[config.mk]
export PLATFORM = sky130hd
export DESIGN_NAME = lsu_ctrl
export DESIGN_NICKNAME = d
export VERILOG_FILES = /design/src/rtl/lsu_pkg.sv /design/src/rtl/lsu_load_align.sv /design/src/rtl/lsu_ctrl.sv
export SDC_FILE = /design/constraint.sdc
export NUM_CORES = 1
export LEC_CHECK = 0
export BUFFER_PORTS_ARGS = -buffer_cell sky130_fd_sc_hd__clkbuf_2
export CORE_UTILIZATION = 53
export DETAILED_ROUTE_END_ITERATION = 12
export PLACE_DENSITY = 0.86
export SYNTH_ARGS = -nofsm -noshare
export SYNTH_HDL_FRONTEND = slang
export SYNTH_SLANG_ARGS = --single-unit
[constraint.sdc]
create_clock -name clk -period 2.2 [get_ports clk]
set_input_delay 0.11 -clock clk [delete_from_list [all_inputs] [get_ports clk]]
set_output_delay 0.11 -clock clk [all_outputs]
set_load 0.005 [all_outputs]
[src/rtl/lsu_pkg.sv]
// Shared definitions for the load/store unit: funct3 access widths, FSM states, size helper.
// LSU_MISALIGN_EN adds the second-word read state used by split misaligned loads.
package lsu_pkg;

  localparam logic [2:0] F3_B  = 3'b000;
  localparam logic [2:0] F3_H  = 3'b001;
  localparam logic [2:0] F3_W  = 3'b010;
  localparam logic [2:0] F3_BU = 3'b100;
  localparam logic [2:0] F3_HU = 3'b101;

`ifdef LSU_MISALIGN_EN
  typedef enum logic [2:0] {IDLE, ST, RD0, RD1, RESP} lsu_state_e;
`else
  typedef enum logic [2:0] {IDLE, ST, RD0, RESP} lsu_state_e;
`endif

  // Access size in bytes; the unsigned variants share the low funct3 bits with the signed ones.
  function automatic logic [2:0] access_size(input logic [2:0] width);
    case (width[1:0])
      2'b00:   access_size = 3'd1;
      2'b01:   access_size = 3'd2;
      default: access_size = 3'd4;
    endcase
  endfunction

endpackage

[src/rtl/lsu_load_align.sv]
// Load data alignment: shifts the captured word pair by the byte offset, extracts the
// access-sized field and sign- or zero-extends it to 32 bits.
module lsu_load_align
  import lsu_pkg::*;
(
  input  logic [31:0] word0,
  input  logic [31:0] word1,
  input  logic [1:0]  offset,
  input  logic [2:0]  width,
  output logic [31:0] rdata
);

  logic [31:0] low;

  // NOTE: every output of an always_comb gets a default before any branch so no latch is inferred.
  always_comb begin
    low   = 32'({word1, word0} >> {offset, 3'b000});
    rdata = low;
    case (width)
      F3_B:    rdata = {{24{low[7]}}, low[7:0]};
      F3_H:    rdata = {{16{low[15]}}, low[15:0]};
      F3_BU:   rdata = {24'd0, low[7:0]};
      F3_HU:   rdata = {16'd0, low[15:0]};
      default: rdata = low;
    endcase
  end

endmodule

[src/rtl/lsu_ctrl.sv]
// Load/store unit controller: accepts one request at a time, sequences word accesses to a
// combinational-read memory and returns one response pulse. LSU_MISALIGN_EN enables misaligned loads.
module lsu_ctrl
  import lsu_pkg::*;
(
  input  logic        clk,
  input  logic        rst_n,
  input  logic        req_valid,
  output logic        req_ready,
  input  logic        req_we,
  input  logic [31:0] req_addr,
  input  logic [2:0]  req_width,
  input  logic [31:0] req_wdata,
  output logic        resp_valid,
  output logic [31:0] resp_rdata,
  output logic        resp_err,
  output logic        mem_we,
  output logic [31:0] mem_addr,
  output logic [2:0]  mem_width,
  output logic [31:0] mem_wdata,
  input  logic [31:0] mem_rdata
);

  lsu_state_e  state_q, state_d;
  logic [31:0] addr_q, wdata_q, word0_q, word1, load_data;
  logic [2:0]  width_q, req_size;
  logic        we_q, err_q, accept, legal_width, req_misaligned, req_err, split;

  assign accept = (state_q == IDLE) && req_valid;

  always_comb begin
    req_size       = access_size(req_width);
    legal_width    = (req_width == F3_B)  || (req_width == F3_H)  || (req_width == F3_W) ||
                     (req_width == F3_BU) || (req_width == F3_HU);
    req_misaligned = ((req_size == 3'd2) && req_addr[0]) ||
                     ((req_size == 3'd4) && (req_addr[1:0] != 2'b00));
    req_err        = !legal_width || (req_we && (req_width[2] || req_misaligned));
`ifndef LSU_MISALIGN_EN
    req_err        = req_err || (!req_we && req_misaligned);
`endif
  end

`ifdef LSU_MISALIGN_EN
  logic [31:0] word1_q;
  // The access runs past the aligned word when offset + size exceeds four bytes.
  assign split = ({2'b00, addr_q[1:0]} + {1'b0, access_size(width_q)}) > 4'd4;
  assign word1 = word1_q;
`else
  assign split = 1'b0;
  assign word1 = 32'd0;
`endif

  // NOTE: sequential state uses non-blocking assignments so every register samples pre-edge values.
  always_ff @(posedge clk or negedge rst_n) begin
    if (!rst_n) begin
      state_q <= IDLE;
      addr_q  <= '0;
      wdata_q <= '0;
      width_q <= '0;
      we_q    <= 1'b0;
      err_q   <= 1'b0;
      word0_q <= '0;
`ifdef LSU_MISALIGN_EN
      word1_q <= '0;
`endif
    end else begin
      state_q <= state_d;
      if (accept) begin
        addr_q  <= req_addr;
        wdata_q <= req_wdata;
        width_q <= req_width;
        we_q    <= req_we;
        err_q   <= req_err;
      end
      if (state_q == RD0) word0_q <= mem_rdata;
`ifdef LSU_MISALIGN_EN
      if (state_q == RD1) word1_q <= mem_rdata;
`endif
    end
  end

  always_comb begin
    state_d    = state_q;
    req_ready  = 1'b0;
    resp_valid = 1'b0;
    mem_we     = 1'b0;
    mem_addr   = '0;
    mem_width  = '0;
    mem_wdata  = '0;
    case (state_q)
      IDLE: begin
        req_ready = 1'b1;
        if (req_valid) state_d = req_err ? RESP : (req_we ? ST : RD0);
      end
      ST: begin
        mem_we    = 1'b1;
        mem_addr  = addr_q;
        mem_width = width_q;
        mem_wdata = wdata_q;
        state_d   = RESP;
      end
      RD0: begin
        mem_addr  = {addr_q[31:2], 2'b00};
        mem_width = F3_W;
`ifdef LSU_MISALIGN_EN
        state_d   = split ? RD1 : RESP;
`else
        state_d   = RESP;
`endif
      end
`ifdef LSU_MISALIGN_EN
      RD1: begin
        // Second word wraps modulo 2^32 through the natural 32-bit add.
        mem_addr  = {addr_q[31:2], 2'b00} + 32'd4;
        mem_width = F3_W;
        state_d   = RESP;
      end
`endif
      RESP: begin
        resp_valid = 1'b1;
        state_d    = IDLE;
      end
      default: state_d = IDLE;
    endcase
  end

  lsu_load_align u_align (
    .word0  (word0_q),
    .word1  (word1),
    .offset (addr_q[1:0]),
    .width  (width_q),
    .rdata  (load_data)
  );

  assign resp_err   = resp_valid && err_q;
  assign resp_rdata = (resp_valid && !err_q && !we_q) ? load_data : 32'd0;

  logic unused_split;
  assign unused_split = split;

endmodule
[Yosys cells after proc, flatten, opt, wreduce, memory -nomap -nowiden]
Cells that the tools add are included.
Storage, ports and cells
  bits of input ports: 103
  output and inout bits: 103
  register bits: 104
  word-level logic and storage cells: 61
Cells by class
  muxes and demuxes: 13
  shift-type cells: 1
  reduce and logical (&&, ||, !) cells: 26
  equal/unequal tests: 14
Operators by type and width (count)
  $pmux W32 S4: 1
  $mux W32: 2
  $pmux W32 S2: 1
  $shr A32 B5 Y32: 1
  $pmux W3 S2: 3
  $eq A3 B3 Y1 const B: 5
  $eq A3 B2 Y1 const B: 4
  $eq A3 B1 Y1 const B: 3
  $logic_not A3 Y1: 3
  $logic_and A1 B1 Y1: 8
  $logic_or A1 B1 Y1: 8
  $logic_not A1 Y1: 4
  $mux W2: 2
  $mux W1: 3
  $mux W3: 1
  $eq A2 B1 Y1 const B: 1
  $logic_not A2 Y1: 1
  $ne A2 B2 Y1 const B: 1
  $reduce_bool A2 Y1: 1
  $reduce_or A2 Y1: 1

[Longest topological paths before layout]
  depth after elaboration: 12
  mapped depth: 6

[Modules after synthesis]
Synthesis repeated with hierarchy kept, for this count alone.
Second synthesis, totals
  cells, all modules: 454
  area, all modules: 5811.8 sq um
Modules (own cells, without submodules)
  lsu_ctrl: cells each 353, times used 1, seq. area each 2577.5 sq um, area each 4692.0 sq um
  lsu_load_align: cells each 101, times used 1, seq. area each 0.0 sq um, area each 1119.8 sq um

[Worst setup path before layout]
Ideal clock, no wire load.
  kind: reg2out
  start point: register state_q[0]
  end point: output resp_rdata[23]
  arrival: 1416 ps
  stages on the path, launching flop included: 6
  path slack: 674 ps
  path through: dfrtp_1 > ha_1 > nor3b_2 > buf_2 > nand4_1 > o211ai_1
On the way
  cells in the longest elaborated chain, start to end: 5
RTL lines
  from (decl): line lsu_ctrl.sv:24  | lsu_state_e state_q, state_d;
  from (signal assigned): line lsu_ctrl.sv:67  | state_q <= state_d;
  $eq A3 B2 Y1: line lsu_ctrl.sv:90  | case (state_q)
  $mux W1: line lsu_ctrl.sv:90
  named net resp_valid: line lsu_ctrl.sv:14  | output logic resp_valid,
  $logic_and A1 B1 Y1 (2 in series): line lsu_ctrl.sv:136  | assign resp_rdata = (resp_valid && !err_q && !we_q) ? load_data : 32'd0;
  $mux W32: line lsu_ctrl.sv:136
  to (decl): line lsu_ctrl.sv:15  | output logic [31:0] resp_rdata,
The timed path passes the listed nets, and every way through them passes these cells.

[Worst setup path in the final report]
  start point: register state_q[0]
  end point: output resp_rdata[23]
On the way
  cells in the longest elaborated chain, start to end: 5
RTL lines (line)
  $eq A3 B2 Y1: lsu_ctrl.sv:90
  $mux W1: lsu_ctrl.sv:90
  $logic_and A1 B1 Y1 (2 in series): lsu_ctrl.sv:136
  $mux W32: lsu_ctrl.sv:136
Every way passes these cells.

==> results.txt <==
Slew HR -> 64.26%
worst hold endpoint -> width_q[1]
CTS tree -> yes
total track usage -> 29.28%
top post-synthesis cells by area -> dfrtp_1 48%, mux2_2 22%, and2_1 7.8%, a211oi_1 3.1%, nor4bb_1 1.5%
HP Start -> req_width[1]
Synth-to-Final Area Change -> 43.69%
Setup WS pre-CTS -> 395.4 ps
vias in the first global route -> 4712
LEAKAGE -> 3.623 nW
Skew-Pair Late Insertion Delay -> 360 ps
footprint of the multi-input gates -> 2599 um^2
number of synthesized register bits -> 103
initial antenna violation count -> 0
R2R Path Start -> state_q[0]
maxcap violations -> 0
Simple-Gate Fraction of Synth Area -> 13.26%
CTS sink count -> 103
Critical Path Fanout Max -> 8
Warnings, synthesis -> 0
Port Buffer Count -> 205
DRT iter0 DRCs -> 194
Finished Layout Cells -> 873
Synth Net Count -> 548
max-slew violation count -> 0
clock buffer count from CTS -> 9
Detail Placement HPWL -> 9784 um
xor-xnor portion of the synthesized cell area -> 0.1637%
nets -> 842
largest net degree at the start of global routing -> 64
most frequent cells in the layout -> 204 x clkbuf_2, 105 x mux2_2, 103 x dfrtp_1
CTS root buffer -> clkbuf_8
fillers -> 603
Cells after DPL -> 760
ant diodes -> 0
Reg2Reg Depth -> 5
RSZ-0062 raised after global routing -> true
post-synth top area cell -> dfrtp_1
crit path DAT -> 2020 ps
worst setup margin -> 70.33 ps
crit path time final -> 2130 ps
Die ar. -> 10500 um^2
ys flop type -> dfrtp_1
GPL Wtd Cong -> 0.8181
DR vias -> 4700
HP Class -> in -> reg
DRC -> 0
Power Dens Cells -> 1277 nW/um^2
Tcrit/Tclk final -> 96.80%
FMAX -> 469.6 MHz
CTS max path bufs -> 2
CORE AREA -> 9774 um^2
Starting Density -> 54.74%
number of synthesized flops with an enable pin -> 0
Synth Cell Area -> 5350 um^2
Worst Tran Pin Value -> 536.1 ps
outcome -> finished clean
post-synthesis mux area share -> 24.53%
Critical R2R Capture -> addr_q[8]
fraction of layout cells with a size suffix above 1 -> 47.30%
VDD IR-drop max -> 0.7455 mV
Synth cell types -> 39
hold path cells -> 2
CTS H-tree depth -> 3
CP startpoint kind -> register
Die Wd -> 102.5 um
sequential area share after synthesis -> 48.18%
complex-gate fraction of the synthesized area -> 9.425%
WL/cell -> 17.35 um
area share of the leading cell type in the synthesized netlist -> 48.18%
Reg area -> 2577 um^2
Site Rows -> 36
most common cell after layout, fill and taps aside -> clkbuf_2
# setup viols final -> 0
final hold viol count -> 0
vias per inst -> 5.384
Antenna Nets Post-Route -> 0
DIE HEIGHT -> 102.5 um
crit path kind -> reg -> out
CP Data Required Time -> 2090 ps
largest family of logic cells by synthesized area -> multiplexers
Post-Synth Adder-Cell Area -> 0.9355%
final wirelength -> 15150 um
clock-pin slew on the worst setup and hold paths -> 90 ps
router iterations before antenna repair -> 4
I/O pin count -> 206
first-pass GRT wire length -> 23100 um
Worst Setup End Kind -> output pin
Post-synth ARST share -> 100.0%
Final Skew -> 5.763 ps
R2R Setup Slk -> 450 ps
final global-route overflow total -> 0
Cells after Synth -> 441
syn_area_per_cell -> 12.13 um^2
-- state kept, by name (all words and copies together), names as in the netlist --
| signal | cells |
|---|---|
| addr_q | 32 |
| width_q | 3 |
| err_q | 1 |
| word0_q | 32 |
| state_q | 2 |
| wdata_q | 32 |
| we_q | 1 |
-- how the worst max path moves through the flow --
stage / to / slack [ps] / from
4_1_cts: resp_rdata[9] / 30 / state_q[0]
3_3_place_gp: resp_rdata[23] / 490 / state_q[0]
5_1_grt: resp_rdata[28] / -10 / state_q[0]
3_5_place_dp: resp_rdata[26] / 400 / state_q[0]
6_report: resp_rdata[23] / 70 / state_q[0]
2_1_floorplan: resp_rdata[23] / 670 / state_q[0]
-- area by class of cell --
type	instances	area share, %
clock buffers	12	1.888
clock inverters	4	0.5859
inverters	3	0.1465
multi-input cells	302	33.81
flip-flops and latches	103	33.53
well taps	133	2.165
repair buffers	316	27.88
-- cells by family (layout without fill, tap and decap cells) --
logic type,after synthesis,count (layout)
fa+ha+maj,4,4
compound gates,65,65
simple gates,115,115
mux,117,117
xor+xnor,1,1
buf+inv,36,335
flops,103,103
-- through the flow --
| stage | hold slack (ps) | TNS, ps | cell area [um^2] | utilization [%] | power, mW |
|---|---|---|---|---|---|
| global route | 15.06 | -23.23 | 7687 | 78.65 | 10.46 |
| floorplan | -185.6 | 0 | 5350 | - | 6.752 |
| detailed placement | 118.4 | 0 | 6501 | 66.51 | 8.338 |
| CTS | 2.958 | 0 | 7659 | 78.35 | 9.667 |
| finish | 24.19 | 0 | 7687 | 78.65 | 9.816 |
| global placement | 114.1 | 0 | 6501 | 66.51 | 8.076 |
-- per-layer routing --
layer / vias up / track usage [%] / share of wire (%)
li1: 2175 / - / -
met1: 2269 / 34.02 / 38
met2: 225 / 49.79 / 50
met3: 31 / 7.661 / 8.7
met4: 0 / 15.16 / 2.5
met5: - / 0 / 0
-- cells in the mapped netlist (all sizes together), types with 3 or more instances --
library cell  instances
mux2                110
dfrtp               103
o221ai                7
and2                 67
mux2i                 7
a211oi               22
inv                   3
clkbuf               12
nor2                  5
nor2b                11
a31oi                 8
buf                  21
a221oi                9
nor4bb                8
nand2                16
o21ai                10
ha                    4
-- power breakdown --
group | switching, mW | internal, mW
Combinational | 2.35 | 2.69
Clock | 0.623 | 0.554
Sequential | 0.714 | 2.88
-- critical path, stage by stage (launching register included) --
cell,delay (ps)
dfrtp_1,400
ha_2,280
nor3b_4,290
nand4_1,340
o211ai_1,210
clkbuf_2,150
-- repair_timing --
action                     4_1_cts  5_1_grt
pin swaps                        0        0
resized for setup                1        3
hold buffers                    96        0
setup endpoints to repair        4       26
setup buffers                    0        1
hold endpoints to repair       135        0
No activity file was read; power rests on OpenSTA's default activity.
